File: src/rtl/spi_master_queue.sv
// spi_master_queue
//   Byte queue and sequencer that sits directly upstream of an SPI master.
//   The host writes TX words over a valid/ready stream into a TX FIFO. A small
//   FSM issues each word to the master with a one-cycle send pulse and waits
//   for the arrived pulse. It then pushes the received word into an RX FIFO,
//   which the host drains over a second valid/ready stream.
//
// Ports
//   clk          system clock, rising edge
//   rst_n        asynchronous active-low reset
//   in_valid     host TX word valid
//   in_ready     TX FIFO can accept (not full)
//   in_data      host TX word
//   out_valid    RX FIFO non-empty
//   out_ready    host pops RX head
//   out_data     RX FIFO head (don't-care when out_valid=0)
//   spi_ready    master idle
//   spi_send     registered one-cycle start pulse to the master
//   spi_data     registered word to transmit
//   spi_arrived  one-cycle pulse, received word valid
//   spi_dataO    received word
//   tx_count     TX FIFO occupancy, 0..DEPTH
//   rx_count     RX FIFO occupancy, 0..DEPTH
//   busy         FSM not in IDLE
//   overrun      sticky: a word arrived outside WAIT and was discarded
module spi_master_queue #(
  parameter int WIDTH = 8,
  parameter int DEPTH = 4
) (
  input  logic                       clk,
  input  logic                       rst_n,
  input  logic                       in_valid,
  output logic                       in_ready,
  input  logic [WIDTH-1:0]           in_data,
  output logic                       out_valid,
  input  logic                       out_ready,
  output logic [WIDTH-1:0]           out_data,
  input  logic                       spi_ready,
  output logic                       spi_send,
  output logic [WIDTH-1:0]           spi_data,
  input  logic                       spi_arrived,
  input  logic [WIDTH-1:0]           spi_dataO,
  output logic [$clog2(DEPTH):0]     tx_count,
  output logic [$clog2(DEPTH):0]     rx_count,
  output logic                       busy,
  output logic                       overrun
);

  localparam int AW = $clog2(DEPTH);
  localparam logic [AW:0] FULL = (AW+1)'(DEPTH);

  typedef enum logic [1:0] {IDLE, ISSUE, WAIT} state_t;

  state_t           state;

  logic [WIDTH-1:0] tx_mem [DEPTH];
  logic [AW-1:0]    tx_wp, tx_rp;
  logic [WIDTH-1:0] rx_mem [DEPTH];
  logic [AW-1:0]    rx_wp, rx_rp;

  logic tx_push, tx_pop, rx_push, rx_pop, start;

  assign in_ready  = (tx_count != FULL);
  assign out_valid = (rx_count != '0);
  assign out_data  = rx_mem[rx_rp];

  // Requiring a free RX slot before issuing guarantees the reply always fits.
  assign start   = (tx_count != '0) && (rx_count != FULL) && spi_ready;
  assign tx_push = in_valid & in_ready;
  assign tx_pop  = (state == IDLE) && start;
  assign rx_push = (state == WAIT) && spi_arrived;
  assign rx_pop  = out_valid & out_ready;

  // TX FIFO control
  always_ff @(posedge clk or negedge rst_n) begin
    if (!rst_n) begin
      tx_wp    <= '0;
      tx_rp    <= '0;
      tx_count <= '0;
    end else begin
      if (tx_push) tx_wp <= tx_wp + AW'(1);
      if (tx_pop)  tx_rp <= tx_rp + AW'(1);
      case ({tx_push, tx_pop})
        2'b10:   tx_count <= tx_count + (AW+1)'(1);
        2'b01:   tx_count <= tx_count - (AW+1)'(1);
        default: tx_count <= tx_count;
      endcase
    end
  end

  // Storage is not reset: contents are only meaningful behind the counts.
  always_ff @(posedge clk) begin
    if (tx_push) tx_mem[tx_wp] <= in_data;
  end

  // RX FIFO control
  always_ff @(posedge clk or negedge rst_n) begin
    if (!rst_n) begin
      rx_wp    <= '0;
      rx_rp    <= '0;
      rx_count <= '0;
    end else begin
      if (rx_push) rx_wp <= rx_wp + AW'(1);
      if (rx_pop)  rx_rp <= rx_rp + AW'(1);
      case ({rx_push, rx_pop})
        2'b10:   rx_count <= rx_count + (AW+1)'(1);
        2'b01:   rx_count <= rx_count - (AW+1)'(1);
        default: rx_count <= rx_count;
      endcase
    end
  end

  always_ff @(posedge clk) begin
    if (rx_push) rx_mem[rx_wp] <= spi_dataO;
  end

  // Sequencer
  always_ff @(posedge clk or negedge rst_n) begin
    if (!rst_n) begin
      state    <= IDLE;
      spi_send <= 1'b0;
      spi_data <= '0;
      busy     <= 1'b0;
      overrun  <= 1'b0;
    end else begin
      spi_send <= 1'b0;
      // A word arriving while nothing is outstanding cannot be matched to a
      // request; it is dropped and flagged.
      if (spi_arrived && (state != WAIT)) overrun <= 1'b1;
      case (state)
        IDLE: begin
          if (start) begin
            state    <= ISSUE;
            spi_send <= 1'b1;
            spi_data <= tx_mem[tx_rp];
            busy     <= 1'b1;
          end
        end
        ISSUE: state <= WAIT;
        WAIT: begin
          if (spi_arrived) begin
            state <= IDLE;
            busy  <= 1'b0;
          end
        end
        default: begin
          state <= IDLE;
          busy  <= 1'b0;
        end
      endcase
    end
  end

endmodule

File: config.mk
export PLATFORM = sky130hd
export DESIGN_NAME = spi_master_queue
export DESIGN_NICKNAME = d
export VERILOG_FILES = /design/src/rtl/spi_master_queue.sv
export SDC_FILE = /design/constraint.sdc
export NUM_CORES = 1
export LEC_CHECK = 0
export ABC_AREA = 1
export ABC_CLOCK_PERIOD_IN_PS = 2000
export CAP_MARGIN = 20
export CORE_UTILIZATION = 50
export DETAILED_ROUTE_END_ITERATION = 16
export PLACE_DENSITY_LB_ADDON = 0.05
export SLEW_MARGIN = 20
export SYNTH_ARGS = -nofsm -noshare
export SYNTH_HDL_FRONTEND = slang
export SYNTH_SLANG_ARGS = --single-unit
File: constraint.sdc
create_clock -name clk -period 2 [get_ports clk]
set_input_delay 0.3 -clock clk [delete_from_list [all_inputs] [get_ports clk]]
set_output_delay 0.3 -clock clk [all_outputs]
set_load 0.05 [all_outputs]
# Yosys cells after proc, flatten, opt, wreduce, memory -nomap -nowiden
# Memory sizes are Yosys's and may differ from the RTL's. A register that Yosys moved wholly into a read port is not among the register bits.
# Index checks and enable logic that the tools add are counted.
word_totals:
  reg_bits: 19
  latch_bits: 0
  ram_bits: 64
  mem_bits_ro: 0
  in_bits: 22
  n_memories: 2
memory_table:
  columns: ["memory", "depth", "width", "rd", "rd_clocked_by_memory_dff", "write_ports", "line_no", "text"]
  rows:
  - ["rx_mem", 4, 8, 1, 0, 1, "58", "logic [WIDTH-1:0] rx_mem [DEPTH];"]
  - ["tx_mem", 4, 8, 1, 1, 1, "56", "logic [WIDTH-1:0] tx_mem [DEPTH];"]
classes:
  add_sub_neg: 8
  multipliers: 0
  n_div: 0
  n_lt_le_gt_ge: 0
  eq_ne: 11
  shift: 0
  muxes: 14
  bitwise: 3
  reduce_logical: 14
op_table:
  columns: ["op", "count"]
  rows:
  - ["case mux 3 bit (2 select lines)", 2]
  - ["adder 2 x 1 -> 2 bit, second input constant", 4]
  - ["two-way mux 1 bit", 8]
  - ["adder 3 x 1 -> 3 bit, second input constant", 2]
  - ["== test 2 x 1 -> 1 bit, second input constant", 3]
  - ["== test 2 bit, second input constant", 3]
  - ["!= test 2 bit, second input constant", 3]
  - ["!= test 3 bit, second input constant", 2]
  - ["case mux 2 bit (3 select lines)", 1]
  - ["nonzero test 3 bit", 2]
  - ["subtractor 3 x 1 -> 3 bit, second input constant", 2]
  - ["logical AND 1 bit", 5]
  - ["two-way mux 2 bit", 2]
  - ["AND reduction 2 bit", 2]
  - ["nonzero test 2 bit", 2]
  - ["case mux 1 bit (3 select lines)", 1]
  - ["AND reduction 3 bit", 1]
  - ["AND 1 bit", 2]
  - ["zero test 2 bit", 1]
  - ["zero test 1 bit", 1]
  - ["NOT 1 bit", 1]

# Depth between registers and ports, before layout
depth:
  ltp_word: 6
  depth_mapped: 11

# Least setup slack after synthesis
# OpenSTA, ideal clock, no wires.
synth_path:
  path_kind: "register to register"
  startpoint: "register tx_count[1]"
  endpoint: "register tx_count[2]"
  arrival_time_ps: 2581
  slack_ps: -660
  stages_incl_launch_ff: 10
  n_path_buf: 0
  synth_period_minus_slack_ps: 2660
  path_cell_list: "dfrtp_1 > inv_1 > nand3_1 > nand2_2 > ha_1 > inv_1 > fa_1 > or2_2 > nand2_1 > xor2_1"
synth_between:
  elab_cells_between_ends: 12
synth_lines:
  columns: ["element", "line_no", "text"]
  rows:
  - ["from (decl)", "43", "output logic [$clog2(DEPTH):0] tx_count,"]
  - ["from (signal assigned)", "84", "2'b10: tx_count <= tx_count + (AW+1)'(1);"]
  - ["from (signal assigned)", "85", "2'b01: tx_count <= tx_count - (AW+1)'(1);"]
  - ["from (signal assigned)", "86", "default: tx_count <= tx_count;"]
  - ["!= test 3 bit *", "63", "assign in_ready = (tx_count != FULL);"]
  - ["via in_ready", "33", "output logic in_ready,"]
  - ["AND 1 bit *", "69", "assign tx_push = in_valid & in_ready;"]
  - ["== test 2 x 1 -> 1 bit / == test 2 bit (equally long branches)", "83", "case ({tx_push, tx_pop})"]
  - ["case mux 3 bit (2 select lines) / nonzero test 2 bit (equally long branches)", null, null]
# Mark *: on every way through the listed nets, which the timed path passes. The rest lies on a longest branch.
# A chain may end at the register's enable or synchronous reset.

# Worst setup path in the final report
layout_path:
  startpoint: "register rx_rp[0]"
  endpoint: "output out_data[7]"
layout_between:
  elab_chain_len: 1
layout_rtl:
  columns: ["element", "line_no", "text"]
  rows:
  - ["from (decl)", "59", "logic [AW-1:0] rx_wp, rx_rp;"]
  - ["from (signal assigned)", "104", "if (rx_pop) rx_rp <= rx_rp + AW'(1);"]
  - ["memory read (4 x 8 bit)", null, null]
  - ["to (decl)", "37", "output logic [WIDTH-1:0] out_data,"]
# Every way passes these cells.

==> run metrics <==
status=complete, no violations; Final period util=0.9963; vias in the first global route=~2400; Num CTS Buffers=9; TNS Setup=0 ps; power share of the clock group=0.141; Slew Limit Fails=0; most common cell after layout, fill and taps aside=nand2_1; Switch Pwr=about 0.0036 W; leakage=2.059 nW; root buf cell=clkbuf_8; max_cap viols=0; Final Total Pwr=0.008161 W; DRT antenna net count=0; Util after Layout=0.6686; top cells by area, synth=edfxtp_1 49%, dfrtp_1 17%, nand2_1 9.2%, ha_1 3.2%, nor2_1 2.9%; Critical Path Fanout Max=9; Synth async-reset ratio=0.2967; Final setup viols=0; wire per inst=13.53 um; DIE AREA=8180 sq um; Syn Area/Cell=around 12 sq um; Comb pwr share=0.508; Pwr per Cell Area=roughly 1600 nW/um^2; post-synth top area share=0.4914; worst hold-check path type=input pin to async pin; number of synthesized flops with an enable pin=64; Routed WL=a little under 7000 um; CTS H-tree lvls=3; gpl congestion=between 0.6 and 0.7; Synthesis Warnings=0; vias after detailed routing=2444; Worst EP arrival=approximately 1700 ps; internal power=approximately 0.0046 W; Core Area=7408 sq um; port bufs=48; Hold Violations, Final=0; ANT cells=0; count of cell types in the netlist=28; Tmin final=1993 ps; global-route wire length before repair=11430 um; I/O pins=slightly below 50; Residual DRC=0; Max Buffers Root-to-Sink=2; Synth Instances=between 300 and 400; Die Y=approximately 90 um; Slew @ Worst Pin=between 500 and 600 ps; share of layout cells above drive strength 1=0.2271; maximum vdd ir drop=between 700 and 800 uV; CP required=~1700 ps; Initial Util=0.5280; Clock Pin Slew Worst Setup and Hold Paths=approximately 90 ps; die width=around 90 um; post-route cell area=about 5000 sq um; net count reported at finish=between 400 and 500; Peak Freq=0.5019 GHz; DRT Pass-1 Iters=4; gr usage total=0.1815; CTS tree=yes; GR Overflow Total=0; Max-Slew Margin vs Limit=0.6006; mapped cell area=3911 sq um; largest net degree at the start of global routing=28; Sw Share=0.4376; initial antenna violation count=0; hpwl dp=4648 um; Vias/cell=around 4.8; row cnt=31; Worst-Skew Late Latency=350 ps; 1st-iter DRT viols=123; clk_skew=roughly 7.6 ps; Syn-to-layout area delta=26.65%; Seq cells post-synth=slightly above 90; clk sinks=91; Top FF cell, synth=edfxtp_1; sequential power share=0.351; Post-Syn Nets=roughly 370; share of the yosys chip area belonging to registers=0.6641; CP Class=flip-flop to output port; crit start category=flip-flop; cts hold-fix bufs=0; most frequent cells in the layout=95 x nand2_1, 64 x edfxtp_1, 38 x clkdlybuf4s50_1; Post-DP Area=around 4700 sq um; leading area contributor after synthesis=edfxtp_1; element type at the critical path end=output port
-- layout make-up --
type                       count  area [sq um]
clock buffer                   9         123.9
clock inverter                 7         60.06
fill                         553          2455
inverter                      31         136.4
multi-input combinational    205          1170
sequential                    91          2609
tap                           99         123.9
timing repair buffer          71         730.7
-- power by group through the flow --
stage	Combinational [W]	Sequential (W)	Clock, W
3_3_place_gp	0.00402	0.00291	0
4_1_cts	0.00407	0.00289	0.00118
6_report	0.00415	0.00286	0.00115
2_1_floorplan	0.00234	0.00330	0
3_5_place_dp	0.00406	0.00292	0
5_1_grt	0.00452	0.00293	0.00126
-- critical path, stage by stage, from the launching register on --
cell      delay, ps
dfrtp_4         510
clkbuf_4        230
o21ai_0         130
o22ai_1         280
buf_12          180
-- logic make-up after synthesis --
family | count (synthesis) | share of synthesized area
flops | 91 | 0.6641
buf+inv | 39 | 0.05374
simple gates | 150 | 0.1731
xor+xnor | 8 | 0.01791
fa+ha+maj | 12 | 0.04223
compound gates | 35 | 0.04894
-- synthesized netlist by cell type, types with 2 or more instances --
cell type / n
a21oi_1: 5
buf_4: 4
buf_6: 3
dfrtp_1: 27
edfxtp_1: 64
fa_1: 2
ha_1: 10
inv_1: 24
inv_2: 5
nand2_1: 96
nand2_2: 10
nand2_4: 3
nand3_1: 3
nand3_2: 4
nor2_1: 30
nor2_8: 2
o21ai_0: 19
o22ai_1: 8
xnor2_1: 3
xor2_1: 5
-- metal layers --
layer / global-route usage / part of all wire / routed length [um] / vias up
li1: - / - / - / 1245
met1: 0.2201 / 0.43 / 3012 / 1151
met2: 0.3193 / 0.52 / 3600 / 37
met3: 0.04293 / 0.031 / 217 / 11
met4: 0.05914 / 0.016 / 112 / 0
met5: 0 / 0 / 0 / -
-- path summary, 6_finish.rpt --
kind	depth (start not counted)	endpoint	from	slack (ps)
max	4	out_data[7]	rx_rp[0]	7
min	2	rx_count[0]	rst_n	330
max reg2reg	10	tx_count[2]	tx_count[0]	120
min reg2reg	2	spi_data[7]	spi_data[7]	490
max in group asynchronous	2	rx_rp[0]	rst_n	1370
min in group clk	2	spi_data[7]	spi_data[7]	490
-- sequential cells by signal (all words and copies together) (netlist names) --
name      flops
tx_mem       32
tx_rp         2
tx_wp         2
spi_data      8
tx_count      3
busy          1
rx_mem       32
spi_send      1
rx_rp         2
rx_wp         2
state         2
overrun       1
rx_count      3
-- metrics by stage --
step                      hold WS [ps]  setup slack (ps)  cells
after floorplan                  4.409            -13.89    335
after global placement           462.6            -190.3    492
after detailed placement         464.8            -224.5    492
after CTS                        334.3             28.54    508
after global routing             373.4            -59.92    513
final                            326.6             7.414    513
-- timing repair --
item,CTS,global route
buffers inserted,0,5
setup endpoints to repair,10,8
gates resized for setup,4,3
pin swaps,0,2
Power figures use the tool's default switching activity.
